$ cat src/rtl/rv_pipe_pkg.sv
// rv_pipe_pkg: shared pipeline widths, fetch FSM states and the IF/ID record
package rv_pipe_pkg;
  localparam int XLEN = 32;
  localparam logic [XLEN-1:0] NOP_INSTR = 32'h0000_0013;
  typedef enum logic {FILL = 1'b0, RUN = 1'b1} fetch_state_t;
  typedef struct packed {
    logic [XLEN-1:0] pc;
    logic [XLEN-1:0] pc4;
    logic [XLEN-1:0] instr;
    logic            valid;
  } if_id_t;
endpackage

$ cat src/rtl/fetch_stage_if.sv
// fetch_stage_if: instruction memory read bus between fetch and a 1-cycle synchronous imem
interface fetch_stage_if;
  import rv_pipe_pkg::*;
  logic [XLEN-1:0] imem_addr;
  logic [XLEN-1:0] imem_rdata;
  modport master (output imem_addr, input imem_rdata);
  modport slave (input imem_addr, output imem_rdata);
endinterface

$ cat src/rtl/sat_counter.sv
// sat_counter: up-counter that sticks at all-ones, cleared by synchronous reset
module sat_counter #(
  parameter int WIDTH = 32
) (
  input  logic             clk,
  input  logic             reset,
  input  logic             inc,
  output logic [WIDTH-1:0] count
);
  logic [WIDTH-1:0] r_count;
  always_ff @(posedge clk)
    r_count <= reset ? '0 : (inc && !(&r_count)) ? r_count + 1'b1 : r_count;
  assign count = r_count;
endmodule

$ cat src/rtl/fetch_stage.sv
// fetch_stage: PC register, imem address generation and IF/ID pipeline register
module fetch_stage
  import rv_pipe_pkg::XLEN, rv_pipe_pkg::fetch_state_t, rv_pipe_pkg::if_id_t,
         rv_pipe_pkg::FILL, rv_pipe_pkg::RUN;
#(
  parameter logic [31:0] RESET_PC  = 32'h0000_0000,
  parameter logic [31:0] NOP_INSTR = rv_pipe_pkg::NOP_INSTR
) (
  input  logic              clk,
  input  logic              reset,
  input  logic              PCWrite,
  input  logic              stall_IF_ID,
  input  logic              flush_IF_ID,
  input  logic              BRANCHTAKEN_EX,
  input  logic [XLEN-1:0]   BRANCHTARGET_EX,
  fetch_stage_if.master     imem,
  output logic [XLEN-1:0]   PC_ID,
  output logic [XLEN-1:0]   PC4_ID,
  output logic [XLEN-1:0]   INSTR_ID,
  output logic              VALID_ID,
  output logic              misalign_fault,
  output logic [XLEN-1:0]   stall_cnt,
  output logic [XLEN-1:0]   flush_cnt
);
  fetch_state_t    r_state, w_next_state;
  logic [XLEN-1:0] r_pc, w_addr;
  if_id_t          r_ifid;
  logic            r_misalign;
  // r_pc is the address whose data is on imem_rdata now; FILL re-issues it
  always_comb begin
    w_addr       = reset ? RESET_PC
                 : BRANCHTAKEN_EX ? {BRANCHTARGET_EX[XLEN-1:2], 2'b00}
                 : (!PCWrite || r_state == FILL) ? r_pc
                 : r_pc + 32'd4;
    w_next_state = reset ? FILL : RUN;
  end
  always_ff @(posedge clk) begin
    r_pc    <= w_addr;
    r_state <= w_next_state;
  end
  always_ff @(posedge clk)
    r_misalign <= reset ? 1'b0 : r_misalign | (BRANCHTAKEN_EX && BRANCHTARGET_EX[1:0] != 2'b00);
  always_ff @(posedge clk) begin
    if (reset || flush_IF_ID)
      r_ifid <= '{pc: reset ? RESET_PC : r_pc, pc4: (reset ? RESET_PC : r_pc) + 32'd4,
                  instr: NOP_INSTR, valid: 1'b0};
    else if (!stall_IF_ID)
      r_ifid <= '{pc: r_pc, pc4: r_pc + 32'd4,
                  instr: (r_state == RUN) ? imem.imem_rdata : NOP_INSTR,
                  valid: r_state == RUN};
  end
  sat_counter #(.WIDTH(XLEN)) u_stall_cnt (
    .clk(clk), .reset(reset), .inc(stall_IF_ID), .count(stall_cnt)
  );
  sat_counter #(.WIDTH(XLEN)) u_flush_cnt (
    .clk(clk), .reset(reset), .inc(flush_IF_ID), .count(flush_cnt)
  );
  assign imem.imem_addr = w_addr;
  assign PC_ID          = r_ifid.pc;
  assign PC4_ID         = r_ifid.pc4;
  assign INSTR_ID       = r_ifid.instr;
  assign VALID_ID       = r_ifid.valid;
  assign misalign_fault = r_misalign;
endmodule

$ cat src/flat_wrapper.sv
// flat-port wrapper written by rule: the top's interface ports become plain ports
module fetch_stage_flat import rv_pipe_pkg::XLEN, rv_pipe_pkg::fetch_state_t, rv_pipe_pkg::if_id_t,
         rv_pipe_pkg::FILL, rv_pipe_pkg::RUN;
#(
  parameter logic [31:0] RESET_PC  = 32'h0000_0000,
  parameter logic [31:0] NOP_INSTR = rv_pipe_pkg::NOP_INSTR
)
  (clk, reset, PCWrite, stall_IF_ID, flush_IF_ID, BRANCHTAKEN_EX, BRANCHTARGET_EX, PC_ID, PC4_ID, INSTR_ID, VALID_ID, misalign_fault, stall_cnt, flush_cnt, imem_imem_addr, imem_imem_rdata);
  fetch_stage_if imem_i ();
  input  logic clk;
  input  logic reset;
  input  logic PCWrite;
  input  logic stall_IF_ID;
  input  logic flush_IF_ID;
  input  logic BRANCHTAKEN_EX;
  input  logic [XLEN-1:0] BRANCHTARGET_EX;
  output logic [XLEN-1:0] PC_ID;
  output logic [XLEN-1:0] PC4_ID;
  output logic [XLEN-1:0] INSTR_ID;
  output logic VALID_ID;
  output logic misalign_fault;
  output logic [XLEN-1:0] stall_cnt;
  output logic [XLEN-1:0] flush_cnt;
  output wire logic [$bits(imem_i.imem_addr)-1:0] imem_imem_addr;
  input wire logic [$bits(imem_i.imem_rdata)-1:0] imem_imem_rdata;
  assign imem_imem_addr = imem_i.imem_addr;
  assign imem_i.imem_rdata = imem_imem_rdata;
  fetch_stage #(.RESET_PC(RESET_PC), .NOP_INSTR(NOP_INSTR)) u_core (.clk(clk), .reset(reset), .PCWrite(PCWrite), .stall_IF_ID(stall_IF_ID), .flush_IF_ID(flush_IF_ID), .BRANCHTAKEN_EX(BRANCHTAKEN_EX), .BRANCHTARGET_EX(BRANCHTARGET_EX), .imem(imem_i), .PC_ID(PC_ID), .PC4_ID(PC4_ID), .INSTR_ID(INSTR_ID), .VALID_ID(VALID_ID), .misalign_fault(misalign_fault), .stall_cnt(stall_cnt), .flush_cnt(flush_cnt));
endmodule
$ cat config.mk
export PLATFORM = sky130hd
export DESIGN_NAME = fetch_stage_flat
export DESIGN_NICKNAME = d
export VERILOG_FILES = /design/src/rtl/rv_pipe_pkg.sv /design/src/rtl/fetch_stage_if.sv /design/src/rtl/sat_counter.sv /design/src/rtl/fetch_stage.sv /design/src/flat_wrapper.sv
export SDC_FILE = /design/constraint.sdc
export NUM_CORES = 1
export LEC_CHECK = 0
export ABC_AREA = 1
export CAP_MARGIN = 15
export CORE_ASPECT_RATIO = 1.4
export CORE_MARGIN = 3
export CORE_UTILIZATION = 50
export DETAILED_ROUTE_END_ITERATION = 8
export PLACE_DENSITY = 0.8
export SYNTH_ARGS = -nofsm -noshare
export SYNTH_HDL_FRONTEND = slang
export SYNTH_SLANG_ARGS = --single-unit
$ cat constraint.sdc
create_clock -name clk -period 2.9 [get_ports clk]
set_input_delay 0.435 -clock clk [delete_from_list [all_inputs] [get_ports clk]]
set_output_delay 0.435 -clock clk [all_outputs]
set_load 0.005 [all_outputs]
; Word level (Yosys, flattened, before mapping)
; Index checks and enable logic that the tools add are counted.
[totals]
regBits = 195
inputBits = 70
wordCells = 35
[classes]
n_addsub = 4
n_eq_ne = 1
muxes = 8
bitwise_logic = 2
reduce_logical = 11
[op_table]
columns = operator, count
row1 = two-way mux 97 bit, 2
row2 = two-way mux 32 bit, 5
row3 = "adder 32 x 1 -> 32 bit, second input constant", 2
row4 = "adder 32 x 3 -> 32 bit, second input constant", 2
row5 = AND reduction 32 bit, 2
row6 = logical AND 1 bit, 3
row7 = logical NOT 1 bit, 3
row8 = logical OR 1 bit, 2
row9 = "inequality test 2 x 1 -> 1 bit, second input constant", 1
row10 = nonzero test 2 bit, 1
row11 = two-way mux 1 bit, 1
row12 = NOT 1 bit, 1
row13 = OR 1 bit, 1

; Longest topological paths before layout
[depth]
word_depth = 5
ltp_mapped = 14
ltp_nobuf = 12

; Hierarchy
; From an unflattened synthesis, not the netlist that was laid out.
[unflattened]
cells_unflattened = 1535
hier_area_um2 = 10749.1
[modules_own_cells]
columns = module, n_inst, cells_per_inst, area_per_inst_um2, seq_area_each_um2
row1 = fetch_stage, 1, 895, 6780.3, 3203.1
row2 = sat_counter, 2, 320, 1984.4, 640.6

; Worst setup path after synthesis
; OpenSTA, ideal clock, no wires.
[synth_path]
path_type = input to register
startpoint = input reset
endpoint = register u_core.r_ifid, in the netlist u_core.PC4_ID[18], data pin
t_arrival_ns = 2.251
t_required_ns = 2.647
setup_slack_ns = 0.397
cell_stages = 13
path_buffers = 3
path_cell_list = buf_2 buf_1 buf_1 nor2_1 ha_1 nand2_1 nor2_1 nand2_1 nor2_1 nand2_1 xor2_1 nand2_1 nand2_1
[synth_between]
elab_chain_len = 3
elab_cells_between_ends = 4
[synth_rtl]
columns = element, line_no
row1 = from (decl), flat_wrapper.sv:11  ; input logic reset;
row2 = two-way mux 32 bit, fetch_stage.sv:45  ; r_ifid <= '{pc: reset ? RESET_PC : r_pc, pc4: (reset ? RESET_PC : r_pc) + 32'd4,
row3 = adder 32 x 3 -> 32 bit, fetch_stage.sv:45
row4 = two-way mux 97 bit (*), fetch_stage.sv:44  ; if (reset || flush_IF_ID)
row5 = to (signal assigned), fetch_stage.sv:45
row6 = to (signal assigned), fetch_stage.sv:48  ; r_ifid <= '{pc: r_pc, pc4: r_pc + 32'd4,
row7 = to (decl), fetch_stage.sv:27  ; if_id_t r_ifid;
; Every way passes the cells marked *; elsewhere a longest branch is shown, timed or not.
; A chain may end at the register's enable or synchronous reset.

; Worst setup path after layout
[layout_path]
startpoint = register u_core.r_pc[2]
endpoint = output imem_imem_addr[6]
[layout_between]
elab_chain_len = 4
[layout_rtl]
columns = element, line_no
row1 = from (decl), fetch_stage.sv:26  ; logic [XLEN-1:0] r_pc, w_addr;
row2 = from (signal assigned), fetch_stage.sv:38  ; r_pc <= w_addr;
row3 = adder 32 x 3 -> 32 bit, fetch_stage.sv:34  ; : r_pc + 32'd4;
row4 = two-way mux 32 bit, fetch_stage.sv:33  ; : (!PCWrite || r_state == FILL) ? r_pc
row5 = two-way mux 32 bit, fetch_stage.sv:32  ; : BRANCHTAKEN_EX ? {BRANCHTARGET_EX[XLEN-1:2], 2'b00}
row6 = two-way mux 32 bit, fetch_stage.sv:31  ; w_addr = reset ? RESET_PC
row7 = to (decl), flat_wrapper.sv:24  ; output wire logic [$bits(imem_i.imem_addr)-1:0] imem_imem_addr;
; No other way between the ends.

==> results.md <==
- The count of filler cells inserted in the layout is around 1900.
- In this run, the number of DRC markers left after iteration 0 of detailed routing was 875.
- The final hold violation count was 0.
- Counting every instance in the synthesized netlist gives approximately 1600.
- At the pin with the least slew margin, the transition time is 0.917 ns.
- Across the VDD grid, the largest voltage drop is 0.000424 V.
- TritonCTS built the clock tree.
- The total core area is 21400 µm².
- The achievable clock frequency is 0.355 GHz.
- The shortest period the worst path allows is 2.82 ns.
- The horizontal die dimension is 131 µm.
- STA classifies the critical path endpoint as an output pin.
- The distinct cell type count of the synthesized netlist is 37.
- The buffer depth of the longest clock path is 2.
- The routed design uses about 2600 µm of met3 wire.
- The number of top-level pins is 264.
- The number of global-route vias before repair came to 11100.
- The first detailed-routing pass ran for 6 iterations.
- For this design the static power due to leakage is roughly 5.6 nW.
- The clock tree root buffer cell is sky130_fd_sc_hd__clkbuf_16.
- The flow ran to the end, and the final reports show no timing, DRC or antenna violations.
- The total nets after synthesis is 1673.
- In the detailed route, the total length drawn on met2 is 18700 µm.
- The first global-routing pass estimated 57500 µm of wire.
- The clock tree skew after final layout is 0.0115 ns.
- Across every metal layer, demand over resource in global routing totals 29.7%.
- After detailed routing, the number of vias per cell comes to approximately 5.3.
- The gate family responsible for the most delay along the worst path is buffers and inverters.
- For this design the ratio of total power to cell area is 416 nW/µm².
- The average instance in the mapped netlist occupies 6.89 µm².
- The fraction of final layout cells sized beyond drive strength 1 is 12.0%.
- The area of placed instances is around 14000 µm².
- The critical path is of the register to output pin type.
- For the worst-skew pair, the clock arrives at the later sink with an insertion delay of 0.45 ns.
- The die height is roughly 180 µm.
- Setup violations remaining at the end of the flow were counted as 0.
- After synthesis the cells add up to 11000 µm².
- The routed length on met1 is 13700 µm.
- The detail route stage leaves a number of antenna-violating nets equal to 0.
- In the final routed layout, each cell accounts on average for 16.9 µm.
- The number of placement rows is 63.
- The kind of start point of the critical path is a register.
- The number of warnings printed during yosys synthesis is 0.
- Across the run, the number of max-cap violations was 0.
- The final route contains 11600 vias.
- Traced cell by cell, the critical path runs through ha_1 -> nand2_1 -> nor2_2 -> xor2_1 -> o21ai_0 -> o21ai_0 -> nor2_1 -> clkdlybuf4s50_1.
- The final antenna diode count is 0.
- For this run, the share of the core covered by cells in the final layout is 69.4%.
- Data arrives at the worst endpoint at 2.38 ns.
- The level count of the clock H-tree is 4.
- Once the floorplan was initialized, standard cells occupied 51.4% of the core.
- Along the worst path, the maximum fanout reaches 4.
- The final critical path takes up 97.1% of the cycle.
- The quantity of I/O buffers inserted on ports is 263.
- The highest layer touched by signal routing is met4.
- The worst relative slew slack is 38.8%.
- The final standard cell area without fillers is 14900 µm².
- The dominant cell type by count on the critical path is sky130_fd_sc_hd__o21ai_0.
- The total DRC errors in the routed layout is 0.
- For this run, the slowest stage of the critical path takes between 0.5 and 0.6 ns.
- The initial antenna violation count is 0.
- STA puts the critical path data required time at 2.47 ns.
- Setup repair after global routing could not meet its margin everywhere.
- In this run the worst hold path is classified as input pin to register.
- From synthesis to final layout, the design area changed by 35.1%.
- Summed over all layers, the routed wires come to about 37000 µm.
- Summed over all layers, the global routing overflow is 0.
- The area enclosed by the die boundary is 23900 µm².
- The number of buffers inserted during clock tree synthesis is 17.
- The total count of max-transition violations in the final report is 0.
- The share of the Yosys chip area taken by registers is 40.7%.
- The clock net in this run drives a total of 193 sinks.
- Counting both buffers and inverters, the worst setup path holds a total of 1.
- For this design, the slowest cell found on the critical path is sky130_fd_sc_hd__clkdlybuf4s50_1.
- The net count of the finished layout is 1935.
- The post-detailed-placement half-perimeter wirelength is between 20000 and 30000 µm.
- The maximum number of pins on one net before global-route repair is 54.
- After synthesis the netlist holds a flip-flop and latch count of 193.
- The placer's final routability congestion estimate is 0.998.
- The clock transition at the registers of the reported paths is ~0.070 ns.
-- report_power, final --
| part | leakage, nW | switching, W | internal [W] |
|---|---|---|---|
| sequential | 1.79 | 0.0000837 | 0.00290 |
| combinational | 3.52 | 0.000428 | 0.000411 |
| clock | 0.287 | 0.00107 | 0.00130 |
-- cell usage after synthesis (all sizes together) --
cell      n  area [µm²]
xor2     29         254
o21bai    2        15.0
o22ai     4        25.0
o22a      3        26.3
nand3b    4        30.0
nand4    16         100
edfxtp   62        1860
nand2   524        2070
nor3     10        50.1
buf      33         233
or2       2        12.5
a31oi     2        12.5
a21oi   102         623
ha        4        50.1
inv     124         465
o21ai    54         270
nor2    283        1120
or3       1        6.26
dfxtp   131        2620
xnor2    15         131
a211oi    1        7.51
clkbuf   40         150
and2      2        12.5
a22o     30         263
nand3   120         601
a32o      1        10.0
-- metrics by stage --
stage	instances	setup WS (ns)	setup TNS [ns]	hold WS, ns	total power [W]
CTS	2161	-0.000680	-0.000680	0.309	0.00621
global route	2165	-0.0577	-0.193	0.309	0.00640
global placement	2127	0.120	0	0.437	0.00384
floorplan	1599	0.397	0	0.441	0.00337
detailed placement	2127	0.112	0	0.446	0.00386
finish	2165	0.0838	0	0.311	0.00620
-- flip-flops by register name, summed over array words and instances, names as in the netlist --
register and cells:
u_core.PC4_ID 32, u_core.u_stall_cnt.count 32, u_core.PC_ID 30, u_core.r_pc 32
u_core.misalign_fault 1, u_core.u_flush_cnt.count 32, u_core.VALID_ID 1, u_core.INSTR_ID 32
u_core.r_state 1
-- repair_timing --
| action | CTS | global route |
|---|---|---|
| endpoints found under the setup margin | 22 | 20 |
| buffers inserted | 3 | 4 |
| resized for setup | 36 | 56 |
| hold buffers | 0 | 0 |
| pin swaps | 3 | 11 |
-- layer usage --
metal / vias up / track usage (%)
met1: 5315 / 34.1
met5: - / 0
met2: 486 / 53.5
li1: 5662 / -
met4: 0 / 13.4
met3: 113 / 5.85
-- cells by family after synthesis --
group,Yosys count,synth area share (%)
xor+xnor,44,3.50
buf+inv,197,7.70
fa+ha+maj,4,0.454
compound gates,199,11.4
simple gates,962,36.3
flops,193,40.7
-- layout by cell type, fill, tap and decap left out, types with 6 or more instances in the layout --
master,count
sky130_fd_sc_hd__inv_2,7
sky130_fd_sc_hd__edfxtp_1,62
sky130_fd_sc_hd__dfxtp_4,6
sky130_fd_sc_hd__buf_4,47
sky130_fd_sc_hd__nor2_1,247
sky130_fd_sc_hd__a21oi_1,63
sky130_fd_sc_hd__nand4_1,16
sky130_fd_sc_hd__a22o_1,30
sky130_fd_sc_hd__inv_1,117
sky130_fd_sc_hd__nand2_4,6
sky130_fd_sc_hd__clkbuf_16,17
sky130_fd_sc_hd__buf_12,6
sky130_fd_sc_hd__dlymetal6s2s_1,6
sky130_fd_sc_hd__dfxtp_2,13
sky130_fd_sc_hd__nor2_2,23
sky130_fd_sc_hd__nand2_1,488
sky130_fd_sc_hd__o21ai_0,51
sky130_fd_sc_hd__xor2_1,29
sky130_fd_sc_hd__nor3_1,10
sky130_fd_sc_hd__nand2_2,30
sky130_fd_sc_hd__a21oi_2,39
sky130_fd_sc_hd__xnor2_1,15
sky130_fd_sc_hd__dfxtp_1,112
sky130_fd_sc_hd__nand3_1,119
sky130_fd_sc_hd__clkdlybuf4s50_1,250
sky130_fd_sc_hd__nor2_4,13
sky130_fd_sc_hd__dlygate4sd2_1,6
-- final timing paths --
check / startpoint / endpoint / slack, ns / cells after the start
setup reg to reg: u_core.r_pc[2]$_DFF_P_ / u_core.PC4_ID[18]$_DFFE_PP_ / 0.53 / 11
setup / recovery: u_core.r_pc[2]$_DFF_P_ / imem_imem_addr[6] / 0.08 / 8
hold reg to reg: u_core.VALID_ID$_SDFFE_PN0N_ / u_core.VALID_ID$_SDFFE_PN0N_ / 0.46 / 2
hold / removal: reset / u_core.r_pc[10]$_DFF_P_ / 0.31 / 2
-- final cells by class --
type,instances,area [µm²],area share (%)
multi-input combinational,1209,5840,39.2
timing repair buffer,316,3110,20.9
clock buffer,20,448,3.01
sequential,193,4520,30.4
clock inverter,11,129,0.866
tap,292,365,2.45
inverter,124,465,3.13
-- worst register-to-register path: stages (launching register included) --
cell                      delay (ns)
sky130_fd_sc_hd__dfxtp_2        0.35
sky130_fd_sc_hd__inv_1          0.11
sky130_fd_sc_hd__nor2_1         0.25
sky130_fd_sc_hd__ha_1           0.26
sky130_fd_sc_hd__nand2_1        0.07
sky130_fd_sc_hd__nor2_1         0.14
sky130_fd_sc_hd__nand2_1        0.17
sky130_fd_sc_hd__nor2_1         0.39
sky130_fd_sc_hd__nand2_1        0.13
sky130_fd_sc_hd__xor2_1         0.15
sky130_fd_sc_hd__nand2_1        0.06
sky130_fd_sc_hd__nand2_1        0.05
Power figures use the tool's default switching activity.
